`config.mk`:
```
export PLATFORM = sky130hd
export DESIGN_NAME = spram_1024x8_fifo_ctrl
export DESIGN_NICKNAME = d
export VERILOG_FILES = /design/src/rtl/spram_1024x8_fifo_ctrl.sv
export SDC_FILE = /design/constraint.sdc
export NUM_CORES = 1
export LEC_CHECK = 0
export BUFFER_PORTS_ARGS = -buffer_cell sky130_fd_sc_hd__clkbuf_2
export CORE_MARGIN = 1
export CORE_UTILIZATION = 44
export DETAILED_ROUTE_END_ITERATION = 12
export PLACE_DENSITY = 0.63
export SLEW_MARGIN = 10
export SYNTH_ARGS = -nofsm -noshare
export SYNTH_HDL_FRONTEND = slang
export SYNTH_SLANG_ARGS = --single-unit
```
`constraint.sdc`:
```
create_clock -name clk -period 6.1 [get_ports clk]
set_input_delay 0 -clock clk [delete_from_list [all_inputs] [get_ports clk]]
set_output_delay 0 -clock clk [all_outputs]
set_load 0.02 [all_outputs]
```
`src/rtl/spram_1024x8_fifo_ctrl.sv`:
```
// Valid/ready FIFO controller that drives a single-port 1024x8 RAM and hides its read latency
// behind a 2-entry output buffer. Define SPRAM_FIFO_ALMOST_FLAGS_EN to add almost_full/almost_empty.
module spram_1024x8_fifo_ctrl #(
   parameter int ADDR_W = 10,
   parameter int DATA_W = 8
`ifdef SPRAM_FIFO_ALMOST_FLAGS_EN
   ,
   parameter int AF_THRESH = 1020,
   parameter int AE_THRESH = 2
`endif
) (
   input  logic              clk,
   input  logic              reset,
   input  logic              push_valid,
   output logic              push_ready,
   input  logic [DATA_W-1:0] push_data,
   output logic              pop_valid,
   input  logic              pop_ready,
   output logic [DATA_W-1:0] pop_data,
   output logic [ADDR_W:0]   level,
`ifdef SPRAM_FIFO_ALMOST_FLAGS_EN
   output logic              almost_full,
   output logic              almost_empty,
`endif
   output logic [ADDR_W-1:0] mem_addr,
   output logic [DATA_W-1:0] mem_d_in,
   output logic              mem_wen,
   input  logic [DATA_W-1:0] mem_d_out
);

   localparam logic [ADDR_W:0] DEPTH_C = (ADDR_W+1)'(2**ADDR_W);

   logic [ADDR_W-1:0] wr_ptr_q, wr_ptr_d, rd_ptr_q, rd_ptr_d;
   logic [ADDR_W:0]   ram_cnt_q, ram_cnt_d;
   logic [1:0]        ob_cnt_q, ob_cnt_d;
   logic              rd_inflight_q, rd_inflight_d;
   logic [DATA_W-1:0] obuf0_q, obuf0_d, obuf1_q, obuf1_d;
   logic              rd_req, urgent, do_wr, do_rd, do_pop, append;

   always_comb begin
      rd_req     = (ram_cnt_q != '0) &&
                   ((ob_cnt_q == 2'd0) || ((ob_cnt_q == 2'd1) && !rd_inflight_q));
      // Nothing buffered and nothing arriving: the read must win the port over a push.
      urgent     = rd_req && (ob_cnt_q == 2'd0) && !rd_inflight_q;
      push_ready = !reset && !urgent && (ram_cnt_q != DEPTH_C);
      do_wr      = push_valid && push_ready;
      do_rd      = !reset && !do_wr && rd_req;
      pop_valid  = !reset && (ob_cnt_q != 2'd0);
      pop_data   = obuf0_q;
      do_pop     = pop_valid && pop_ready;
      append     = rd_inflight_q;

      mem_wen    = do_wr;
      mem_addr   = do_wr ? wr_ptr_q : rd_ptr_q;
      mem_d_in   = push_data;

      wr_ptr_d      = do_wr ? wr_ptr_q + 1'b1 : wr_ptr_q;
      rd_ptr_d      = do_rd ? rd_ptr_q + 1'b1 : rd_ptr_q;
      rd_inflight_d = do_rd;
      case ({do_wr, do_rd})
         2'b10:   ram_cnt_d = ram_cnt_q + 1'b1;
         2'b01:   ram_cnt_d = ram_cnt_q - 1'b1;
         default: ram_cnt_d = ram_cnt_q;
      endcase
      case ({append, do_pop})
         2'b10:   ob_cnt_d = ob_cnt_q + 2'd1;
         2'b01:   ob_cnt_d = ob_cnt_q - 2'd1;
         default: ob_cnt_d = ob_cnt_q;
      endcase

      obuf0_d = obuf0_q;
      obuf1_d = obuf1_q;
      if (do_pop) obuf0_d = obuf1_q;
      // Append lands in the first slot left free after any same-cycle pop.
      if (append) begin
         if ((ob_cnt_q == 2'd0) || ((ob_cnt_q == 2'd1) && do_pop)) obuf0_d = mem_d_out;
         else obuf1_d = mem_d_out;
      end

      level = reset ? '0 : ram_cnt_q + {{(ADDR_W-1){1'b0}}, ob_cnt_q}
                                     + {{ADDR_W{1'b0}}, rd_inflight_q};
   end

   always_ff @(posedge clk) begin
      if (reset) begin
         wr_ptr_q      <= '0;
         rd_ptr_q      <= '0;
         ram_cnt_q     <= '0;
         ob_cnt_q      <= '0;
         rd_inflight_q <= 1'b0;
      end else begin
         wr_ptr_q      <= wr_ptr_d;
         rd_ptr_q      <= rd_ptr_d;
         ram_cnt_q     <= ram_cnt_d;
         ob_cnt_q      <= ob_cnt_d;
         rd_inflight_q <= rd_inflight_d;
      end
   end

   always_ff @(posedge clk) begin
      obuf0_q <= obuf0_d;
      obuf1_q <= obuf1_d;
   end

`ifdef SPRAM_FIFO_ALMOST_FLAGS_EN
   logic [ADDR_W:0] level_d;
   logic            almost_full_q, almost_empty_q;

   // Flags come from next-state counts so they line up with level in the same cycle.
   assign level_d = ram_cnt_d + {{(ADDR_W-1){1'b0}}, ob_cnt_d}
                              + {{ADDR_W{1'b0}}, rd_inflight_d};

   always_ff @(posedge clk) begin
      if (reset) begin
         almost_full_q  <= 1'b0;
         almost_empty_q <= 1'b1;
      end else begin
         almost_full_q  <= (level_d >= (ADDR_W+1)'(AF_THRESH));
         almost_empty_q <= (level_d <= (ADDR_W+1)'(AE_THRESH));
      end
   end

   assign almost_full  = almost_full_q;
   assign almost_empty = almost_empty_q;
`endif

endmodule

```
==> Word level (Yosys, flattened, before mapping) <==
Index checks and enable logic that the tools add are counted.
{ "word_totals": {"register_bits": 50, "input_bits": 20, "output_inout_bits": 40, "wordCells": 53} }
{ "classes": {"n_addsub": 8, "n_eq_ne": 6, "muxes": 7, "bitwise_logic": 1, "n_reduce_logical": 24} }
{ "op_table": {"columns": ["cell", "count"], "rows": [
  ["$mux W8", 3],
  ["$pmux W11 S2", 1],
  ["$add A10 B1 Y10 const B", 2],
  ["$logic_and A1 B1 Y1", 12],
  ["$add A11 B1 Y11", 1],
  ["$add A11 B1 Y11 const B", 1],
  ["$add A11 B2 Y11", 1],
  ["$mux W11", 1],
  ["$ne A11 B11 Y1 const B", 1],
  ["$reduce_bool A11 Y1", 1],
  ["$sub A11 B1 Y11 const B", 1],
  ["$mux W10", 1],
  ["$eq A2 B1 Y1 const B", 3],
  ["$reduce_bool A2 Y1", 3],
  ["$eq A2 B2 Y1 const B", 2],
  ["$logic_not A1 Y1", 4],
  ["$pmux W2 S2", 1],
  ["$add A2 B1 Y2 const B", 1],
  ["$logic_not A2 Y1", 1],
  ["$logic_or A1 B1 Y1", 2],
  ["$reduce_and A2 Y1", 1],
  ["$sub A2 B1 Y2 const B", 1],
  ["$not A1 Y1", 1]
]} }

==> Depth between registers and ports, before layout <==
Gate-level depths: netlist of run 1.
{ "depth": {"ltp_word": 15, "mapped_depth": 16, "depth_no_buf": 15} }

==> Least setup slack after synthesis of run 1 <==
OpenSTA, ideal clock, no wires.
{ "synth_path": {"kind": "register -> register", "startpoint": "register ram_cnt_q[0]", "endpoint": "register ram_cnt_q[10]", "t_arrival_ps": 3930, "slack_ps": 2049, "stages_incl_launch_ff": 15, "path_cell_list": "dfxtp_1 > or4_1 > or3_1 > a211oi_2 > buf_2 > nor2b_1 > ha_1 > inv_1 > fa_1 > nand2b_1 > a21oi_1 > o21ai_0 > o21ai_0 > mux2i_1 > mux2_2"} }
{ "synth_via": {"elab_chain_len": 13} }
{ "synth_lines": {"columns": ["element", "line_no", "rtl"], "rows": [
  ["from (decl)", "34", "logic [ADDR_W:0] ram_cnt_q, ram_cnt_d;"],
  ["from (signal assigned)", "94", "ram_cnt_q <= ram_cnt_d;"],
  ["$reduce_bool A11 Y1", "41", "rd_req = (ram_cnt_q != '0) &&"],
  ["$logic_and A1 B1 Y1", "41", null],
  ["$logic_and A1 B1 Y1 (2 in a row)", "44", "urgent = rd_req && (ob_cnt_q == 2'd0) && !rd_inflight_q;"],
  ["$logic_not A1 Y1", "45", "push_ready = !reset && !urgent && (ram_cnt_q != DEPTH_C);"],
  ["$logic_and A1 B1 Y1 (2 in a row)", "45", null],
  ["$logic_and A1 B1 Y1", "46", "do_wr = push_valid && push_ready;"],
  ["$logic_not A1 Y1", "47", "do_rd = !reset && !do_wr && rd_req;"],
  ["$logic_and A1 B1 Y1", "47", null],
  ["$logic_and A1 B1 Y1 (*)", "47", null],
  ["net do_rd", "38", "logic rd_req, urgent, do_wr, do_rd, do_pop, append;"],
  ["$eq A2 B1 Y1 or $eq A2 B2 Y1 (tied branches)", "60", "case ({do_wr, do_rd})"],
  ["$pmux W11 S2 or $reduce_bool A2 Y1 (tied branches)", null, null]
]} }
The timed path passes the listed nets; every way through them passes the cells marked *.
A chain may end at the register's enable or synchronous reset.

==> Worst setup path in the final report of run 1 <==
Ends and elaborated chain as after synthesis.

==> metrics.txt, run 1 <==
Combinational Power Share=a little under half; Slew HR=approximately half; TNS Setup=0 ns; Post-DRT Antenna Nets=0; routed via count=between 2000 and 2500; clk_skew=roughly 0.013 ns; # port buffers=43; Min Clock Period, post-route=4.76 ns; final total power=about 1.4 mW; max cap viols=0; Peak VDD IR=roughly 0.00021 V; Final Max Tran Viols=0; Root Driver=clkbuf_8; TritonCTS clock tree=yes; startpoint types=register; Seq cells post-synth=50; Mapped Nets=a little under 400; final hold vios=0; PD cells=414 nW/um^2; largest cells by area after synthesis=dfxtp_1, edfxtp_1, nand2_1; antenna violations before repair=0; die height=between 80 and 90 um; Cell Rows=29; CP Capture Type=register; Mapped Avg Cell Area=8.24 um^2; register share of total power=about a third; critical path, cell by cell=or4_1, or3_1, a211oi_2, nor2b_1, ha_1, inv_1, fa_1, nand2b_1, a21oi_1, o21ai_0, o21ai_0, mux2i_1, mux2_2; CTS clk-pin slew, worst paths=around 0.10 ns; DR pass1 iterations=6; CTS H-tree lvls=2; Cell Area, Synth=between 2000 and 3000 um^2; P_leak=between 1 and 1.5 nW; CTS max path bufs=2; Clk network pwr share=20.3%; WL final=a little over 6 mm; largest net degree at the start of global routing=between 50 and 60; Core Area=6390 um^2; Cells after Synth=354; Min Hold Slack=~0.0000076 ns; first-pass GRT wire length=approximately 10 mm; n_diodes=0; GRT Overall Usage=a little under a fifth; Crit path top cell by count=o21ai_0; crit path max-delay cell type=a211oi_2; Iter 0 DRT Violations=120; routed len/inst=between 10 and 15 um; synth warn=0; leading area contributor after synthesis=dfxtp_1; Worst-Margin Slew=~0.74 ns; CP Data Required Time=between 6 and 7 ns; CTS Buf Count=5; fmax=210 MHz; dpl hpwl=between 4 and 5 mm; fin nets=~430; Ports=60; routability cong.=0.774; grt ovf=0; Initial Utilization=between 40 and 50%; kind of critical path=reg2reg; Die ar.=just under 7000 um^2; Clock Latency Late Sink=around 0.31 ns; Int Power=~0.8 mW; Psw=about 0.57 mW; gate family responsible for the most delay along the worst path=simple AND/OR/NAND/NOR gates; Worst Path Buf+Inv=1; Die X-Extent=~83 um; DRC viols=0; Max Fanout on Critical Path=12; Vias/cell=about 5.3; switching share of power=41.0%; Synth top area share=between 20 and 30%; sequential-to-total area share from yosys stat=approximately 37%; Final Setup Violations=0; Hold WC Path Type=in2out; outcome=completed; critical path's largest stage delay=around 0.63 ns; final cycle utilization of the critical path=between 70% and 80%; number of distinct library cells after synthesis=43; RSZ-0062 raised after global routing=false; CTS sink cnt=50; layout cells sized above 1=between 10% and 20%; post_cts resized=0; Layout area overhead=14.3%; vias in the first global route=between 2000 and 2500; CP Data Arrival Time=between 4 and 5 ns
[flip-flops by register name, summed over array words and instances, names as in the netlist]
| signal | cells |
|---|---|
| rd_ptr_q | 10 |
| pop_data | 8 |
| wr_ptr_q | 10 |
| ram_cnt_q | 11 |
| append | 1 |
| ob_cnt_q | 2 |
| obuf1_q | 8 |
[path summary, 6_finish.rpt]
kind	cells after the start	start	slack (ns)	end
worst min-delay path	0	push_data[6]	0.000008	mem_d_in[6]
worst max-delay path	13	ram_cnt_q[0]$_SDFFE_PP0P_	1.34	ram_cnt_q[10]$_SDFFE_PP0P_
worst min register to register	2	rd_ptr_q[9]$_SDFFE_PP0P_	0.52	rd_ptr_q[9]$_SDFFE_PP0P_
worst max register to register	13	ram_cnt_q[0]$_SDFFE_PP0P_	1.34	ram_cnt_q[10]$_SDFFE_PP0P_
[timing repair]
item	CTS	global route
buffers inserted	0	0
hold buffers	8	0
hold endpoints to repair	16	0
[final cells by class]
type,count,area [um^2]
clock buffer,5,68.8
clock inverter,3,68.8
fill,621,3050
inverter,11,43.8
multi-input combinational,272,1670
sequential,50,1080
tap,77,96.3
timing repair buffer,52,303
[cell families after synthesis]
logic type,share of synthesized area [%]
adder cells (fa/ha/maj),8.93
buffers and inverters,5.58
AND/OR/NAND/NOR,25.3
flip-flops,37.1
multiplexers,3.82
XOR/XNOR,8.41
AO/OA/AOI/OAI,10.9
[cell usage after synthesis]
cell,instances
buf_2,2
o21ba_2,1
xnor2_1,7
buf_1,1
nand3b_1,1
inv_1,10
o41ai_1,1
and4_1,1
a21o_1,4
or4_4,1
nor2_1,49
or2_2,3
a21oi_1,26
edfxtp_1,8
buf_4,8
nand4_1,11
o21a_1,1
and3_1,7
or3b_2,1
a211oi_2,1
and2_1,2
nor3_1,4
xor2_1,21
nor2b_1,7
nand3_1,3
nor4_1,2
nand2b_1,4
dfxtp_1,42
o21ai_0,12
or4_1,1
fa_1,3
o22ai_1,2
ha_1,16
buf_6,1
clkbuf_1,9
a211oi_1,4
o31a_1,1
nand2_1,58
mux2_2,1
or3_1,5
inv_4,1
o21bai_1,1
mux2i_1,10
[placed cells by master (no fill, tap or decap), drive strengths merged, types with 2 or more instances in the layout]
cell	instances
and3	7
a21o	4
a211oi	5
xnor2	7
bufinv	2
mux2i	10
or3	5
dfxtp	42
nor2	49
nand2	58
nor3	4
nand3	3
or2	3
inv	11
a21oi	26
xor2	21
ha	16
nand2b	4
nor2b	7
and2	2
dlygate4sd3	8
nor4	2
edfxtp	8
o21ai	12
nand4	11
or4	2
o22ai	2
fa	3
clkbuf	48
[power by group through the flow]
stage | Clock, mW | Sequential [mW] | Combinational [mW]
2_1_floorplan | 0 | 0.482 | 0.486
3_3_place_gp | 0 | 0.457 | 0.632
3_5_place_dp | 0 | 0.460 | 0.645
4_1_cts | 0.289 | 0.452 | 0.651
5_1_grt | 0.301 | 0.463 | 0.721
6_report | 0.281 | 0.452 | 0.648
[per-layer routing]
metal | wire, um | share of wire, % | vias to the layer above | GRT usage [%]
met5 | 0 | 0 | - | 0
met4 | 75 | 1.2 | 0 | 6.74
met3 | 186 | 3.0 | 5 | 2.98
met2 | 2860 | 46 | 44 | 29.1
met1 | 3050 | 49 | 1161 | 24.7
li1 | - | - | 1271 | -
[stage by stage]
stage | area (um^2) | cells | utilization (%) | setup slack (ns)
finish | 3330 | 470 | 52.2 | 1.34
global route | 3330 | 470 | 52.2 | 1.07
CTS | 3330 | 470 | 52.2 | 1.34
detailed placement | 3120 | 454 | 48.8 | 1.37
global placement | 3120 | 454 | 48.8 | 1.55
floorplan | 2920 | 354 | - | 2.05
No activity file was read; power rests on OpenSTA's default activity.
==> run 2, diff against run 1 <==
clock period = 4.4 ns   (was 6.1 ns; I/O delays follow)
==> metrics.txt, run 2 (synthesis gave the netlist of run 1 again) <==
RR Endpoint=ram_cnt_q[10]$_SDFFE_PP0P_; Post-DRT Antenna Nets=0; CTS clk-pin slew, worst paths=0.09 ns; Cell Rows=29; Ports=60; CTS H-tree lvls=2; Core Area=6390 um^2; CTS Buf Count=5; Initial Utilization=45.7%; Slew HR=roughly 51%; DP Area=around 3100 um^2; Combinational Power Share=49.3%; filler cell count=approximately 630; non-filler cells, final=around 470; Core Util, Final=~52%; fin nets=434; max FFs per register=11; PD cells=563 nW/um^2; Min Clock Period, post-route=just under 4 ns; grt ovf=0; dpl hpwl=between 4 and 5 mm; layout cells sized above 1=between 15 and 20%; Clock Latency Late Sink=about 0.31 ns; clk_skew=approximately 0.0029 ns; Die X-Extent=between 80 and 90 um; max cap viols=0; Hold WC Path Type=in2out; Clk network pwr share=~17%; CTS sink cnt=50; # port buffers=43; Top Registers=ram_cnt_q x11, rd_ptr_q x10, wr_ptr_q x10; Finished Cell Area=between 3000 and 4000 um^2; Peak VDD IR=0.000323 V; final cycle utilization of the critical path=88.6%; Root Driver=clkbuf_8; register share of total power=33.4%; Layout area overhead=14.1%; Final Max Tran Viols=0; CP Capture Type=register; startpoint types=register; CP Data Arrival Time=4.10 ns; largest net degree at the start of global routing=51; DR pass1 iterations=5; Cells after DPL=457; TritonCTS clock tree=yes; Reg2Reg Setup Slack=0.50 ns; n_diodes=0; Max Fanout on Critical Path=6; CP endpoint=ram_cnt_q[10]$_SDFFE_PP0P_; routability cong.=around 0.8; die height=83.4 um; P_leak=around 1.5 nW; Worst Setup SP=ram_cnt_q[0]$_SDFFE_PP0P_; commonest non-fill, non-tap cells in the layout=nand2_1, nor2_1, clkbuf_2, dfxtp_1, a21oi_1; Vias/cell=5.12; Worst-Margin Slew=around 0.73 ns; fmax=roughly 260 MHz; vias in the first global route=between 2000 and 2500; Final Setup Violations=0; TNS Setup=0 ns; RSZ-0062 raised after global routing=false; Worst R2R Path Depth=13; final hold vios=0; outcome=completed; r2r startpoint=ram_cnt_q[0]$_SDFFE_PP0P_; routed len/inst=13.1 um; worst slack, placed=between 0.5 and 0.6 ns; CTS max path bufs=2; Min Hold Slack=0.00000761 ns; Psw=approximately 0.78 mW; Die ar.=around 7000 um^2; GRT Overall Usage=between 10% and 20%; first-pass GRT wire length=roughly 11 mm; switching share of power=approximately two fifths; kind of critical path=reg2reg; commonest non-fill, non-tap cell in the layout=nand2_1; antenna violations before repair=0; Int Power=roughly 1.1 mW; PnR worst setup slack=approximately 0.5 ns; Most flops, register=ram_cnt_q; final total power=around 1.9 mW; DRC viols=0; WL final=approximately 6.2 mm; Iter 0 DRT Violations=86; CP Data Required Time=approximately 4.6 ns; routed via count=between 2000 and 2500; post_cts resized=0
[run 2: cell types whose count changed in the layout (fill, tap and decap cells not counted)]
cell / before / now
buf_4: 1 / 4
bufinv_16: 2 / 1
clkinv_2: 0 / 2
clkinv_4: 1 / 0
[run 2: worst max-delay path: stages (launching register included)]
cell and delay, ns:
dfxtp_1 0.39, or4_1 0.61, or3_1 0.35, a211oi_2 0.20, nor2b_1 0.18, ha_1 0.19
inv_1 0.06, fa_1 0.37, nand2b_1 0.19, a21oi_1 0.22, o21ai_0 0.18, o21ai_0 0.27
mux2i_1 0.23, mux2_2 0.34
[run 2: worst min-delay path by stage]
| stage | cells past startpoint | startpoint | endpoint |
|---|---|---|---|
| detailed placement | 0 | push_data[3] | mem_d_in[3] |
| floorplan | 1 | reset | pop_valid |
| finish | 0 | push_data[6] | mem_d_in[6] |
| global placement | 0 | push_data[3] | mem_d_in[3] |
| CTS | 0 | push_data[3] | mem_d_in[3] |
| global route | 0 | push_data[0] | mem_d_in[0] |
[run 2: cell type report]
class	count	area (um^2)	share of cell area (%)
multi-input cells	272	1670	50.2
flip-flops and latches	50	1080	32.5
repair buffers	55	325	9.78
well taps	77	96.3	2.90
clock buffers	5	68.8	2.07
inverters	11	43.8	1.32
clock inverters	3	40.0	1.20
[run 2: what timing repair did]
action | 4_1_cts | 5_1_grt
setup buffers | 0 | 0
hold buffers | 8 | 0
endpoints found under the hold margin | 16 | 0
[run 2: routing by layer]
layer | track usage [%] | wire, um | vias up
met5 | 0 | 0 | -
met4 | 5.02 | 65 | 0
met3 | 2.78 | 209 | 6
met2 | 31.1 | 2950 | 45
met1 | 24.4 | 2980 | 1093
li1 | - | - | 1278
[run 2: power groups by stage]
| stage | logic (mW) | clock network (mW) | registers, mW |
|---|---|---|---|
| after global placement | 0.911 | 0 | 0.633 |
| after detailed placement | 0.922 | 0 | 0.637 |
| after CTS | 0.929 | 0.336 | 0.626 |
| after floorplan | 0.673 | 0 | 0.668 |
| final | 0.923 | 0.324 | 0.627 |
| after global routing | 1.03 | 0.347 | 0.640 |
==> run 3, diff against run 2 <==
BUFFER_PORTS_ARGS = -buffer_cell sky130_fd_sc_hd__buf_2   (was -buffer_cell sky130_fd_sc_hd__clkbuf_2)
PLACE_DENSITY = 0.66   (was 0.63)
==> metrics.txt, run 3 (synthesis gave the netlist of run 1 again) <==
critical path's largest stage delay=between 0.6 and 0.7 ns; crit path max-delay cell type=or4_1; Top Registers=ram_cnt_q x11, rd_ptr_q x10, wr_ptr_q x10; Core Util, Final=between 50% and 60%; Worst-Margin Slew=about 0.71 ns; fmax=~260 MHz; max cap viols=0; CTS sink cnt=50; grt ovf=0; RSZ-0062 raised after global routing=false; CP Data Arrival Time=~4.1 ns; Reg2Reg Setup Slack=around 0.50 ns; Cell Rows=29; fin nets=~430; clk_skew=0.00398 ns; Layout area overhead=14.9%; # port buffers=43; HP Start=push_data[0]; worst slack, placed=0.536 ns; commonest non-fill, non-tap cells in the layout=nand2_1, nor2_1, buf_2, dfxtp_1, a21oi_1; CP Capture Type=register; non-filler cells, final=between 400 and 500; CP Data Required Time=4.59 ns; PnR worst setup slack=about 0.50 ns; max FFs per register=11; Die X-Extent=between 80 and 90 um; gate family responsible for the most delay along the worst path=simple AND/OR/NAND/NOR gates; CTS H-tree lvls=2; final total power=about 1.9 mW; Finished Cell Area=between 3000 and 4000 um^2; DRC viols=0; Clock Latency Late Sink=0.30 ns; Final Max Tran Viols=0; commonest non-fill, non-tap cell in the layout=nand2_1; routed len/inst=~12 um; critical path, cell by cell=or4_1, or3_1, a211oi_2, nor2b_1, ha_1, inv_1, fa_1, nand2b_1, a21oi_1, o21ai_0, o21ai_0, mux2i_1, mux2_2; DP Area=3140 um^2; antenna violations before repair=0; Die ar.=a little under 7000 um^2; Peak VDD IR=0.000420 V; Iter 0 DRT Violations=86; CP endpoint=ram_cnt_q[10]$_SDFFE_PP0P_; Ports=60; routability cong.=slightly above 0.8; cell count along the critical path=13; DR pass1 iterations=5; first-pass GRT wire length=about 10 mm; dpl hpwl=4.27 mm; Final Setup Violations=0; P_leak=approximately 1.5 nW; Post-DRT Antenna Nets=0; final cycle utilization of the critical path=between 80% and 90%; Hold WC Path Type=in2out; TNS Setup=0 ns; Root Driver=clkbuf_8; CTS max path bufs=2; WL final=between 5 and 6 mm; outcome=completed; Worst R2R Path Depth=13; n_diodes=0; vias in the first global route=around 2200; post_cts resized=0; RR Endpoint=ram_cnt_q[10]$_SDFFE_PP0P_; CTS Buf Count=5; Worst Setup SP=ram_cnt_q[0]$_SDFFE_PP0P_; Core Area=6390 um^2; layout cells sized above 1=approximately 16%; Max Fanout on Critical Path=6; Most flops, register=ram_cnt_q; Min Clock Period, post-route=3.90 ns; final hold vios=0; kind of critical path=reg2reg; GRT Overall Usage=17.3%; largest net degree at the start of global routing=51; Crit path top cell by count=o21ai_0; Worst Path Buf+Inv=1; Slew HR=~53%; Vias/cell=roughly 5.1; die height=83.4 um; routed via count=approximately 2400; Min Hold Slack=between 0.000007 and 0.000008 ns; Cells after DPL=457; CTS clk-pin slew, worst paths=about 0.090 ns; r2r startpoint=ram_cnt_q[0]$_SDFFE_PP0P_; startpoint types=register; TritonCTS clock tree=yes; PD cells=574 nW/um^2; Initial Utilization=~46%
==> run 3: cell count changes in the layout (fill, tap and decap cells not counted), sizes merged <==
cell    delta
buf       +43
bufinv     +1
clkinv     -1
clkbuf    -43
==> run 3: worst register-to-register path: stages (launching register included) <==
cell	delay, ns
dfxtp_1	0.38
or4_1	0.61
or3_1	0.36
a211oi_2	0.22
nor2b_1	0.16
ha_1	0.18
inv_1	0.07
fa_1	0.37
nand2b_1	0.19
a21oi_1	0.22
o21ai_0	0.18
o21ai_0	0.29
mux2i_1	0.23
mux2_2	0.34
==> run 3: layer usage <==
layer | track usage (%) | share of wire, %
met4 | 5.17 | 0.46
met5 | 0 | 0
met3 | 2.49 | 2.8
met2 | 28.0 | 45
met1 | 23.8 | 52
==> run 3: power by group <==
group,switching (mW),internal (mW)
clock,0.150,0.225
combinational,0.557,0.367
sequential,0.0681,0.555
total,0.775,1.15
==> run 3: worst min path at each step <==
| stage | to | cells past startpoint |
|---|---|---|
| 2_1_floorplan | pop_valid | 1 |
| 3_3_place_gp | mem_d_in[5] | 0 |
| 3_5_place_dp | mem_d_in[5] | 0 |
| 4_1_cts | mem_d_in[5] | 0 |
| 5_1_grt | mem_d_in[1] | 0 |
| 6_report | mem_d_in[0] | 0 |
==> run 3: what timing repair did <==
item / CTS / global route
endpoints found under the hold margin: 16 / 0
buffers inserted: 0 / 0
endpoints found under the setup margin: 0 / 0
hold buffers: 8 / 0
==> run 3: final cells by class <==
cell class                      count  area (um^2)
Fill cell                         598         3040
Multi-Input combinational cell    272         1670
Sequential cell                    50         1080
Timing Repair Buffer               55          325
Tap cell                           77         96.3
Clock buffer                        5         68.8
Clock inverter                      3         63.8
Inverter                           11         43.8
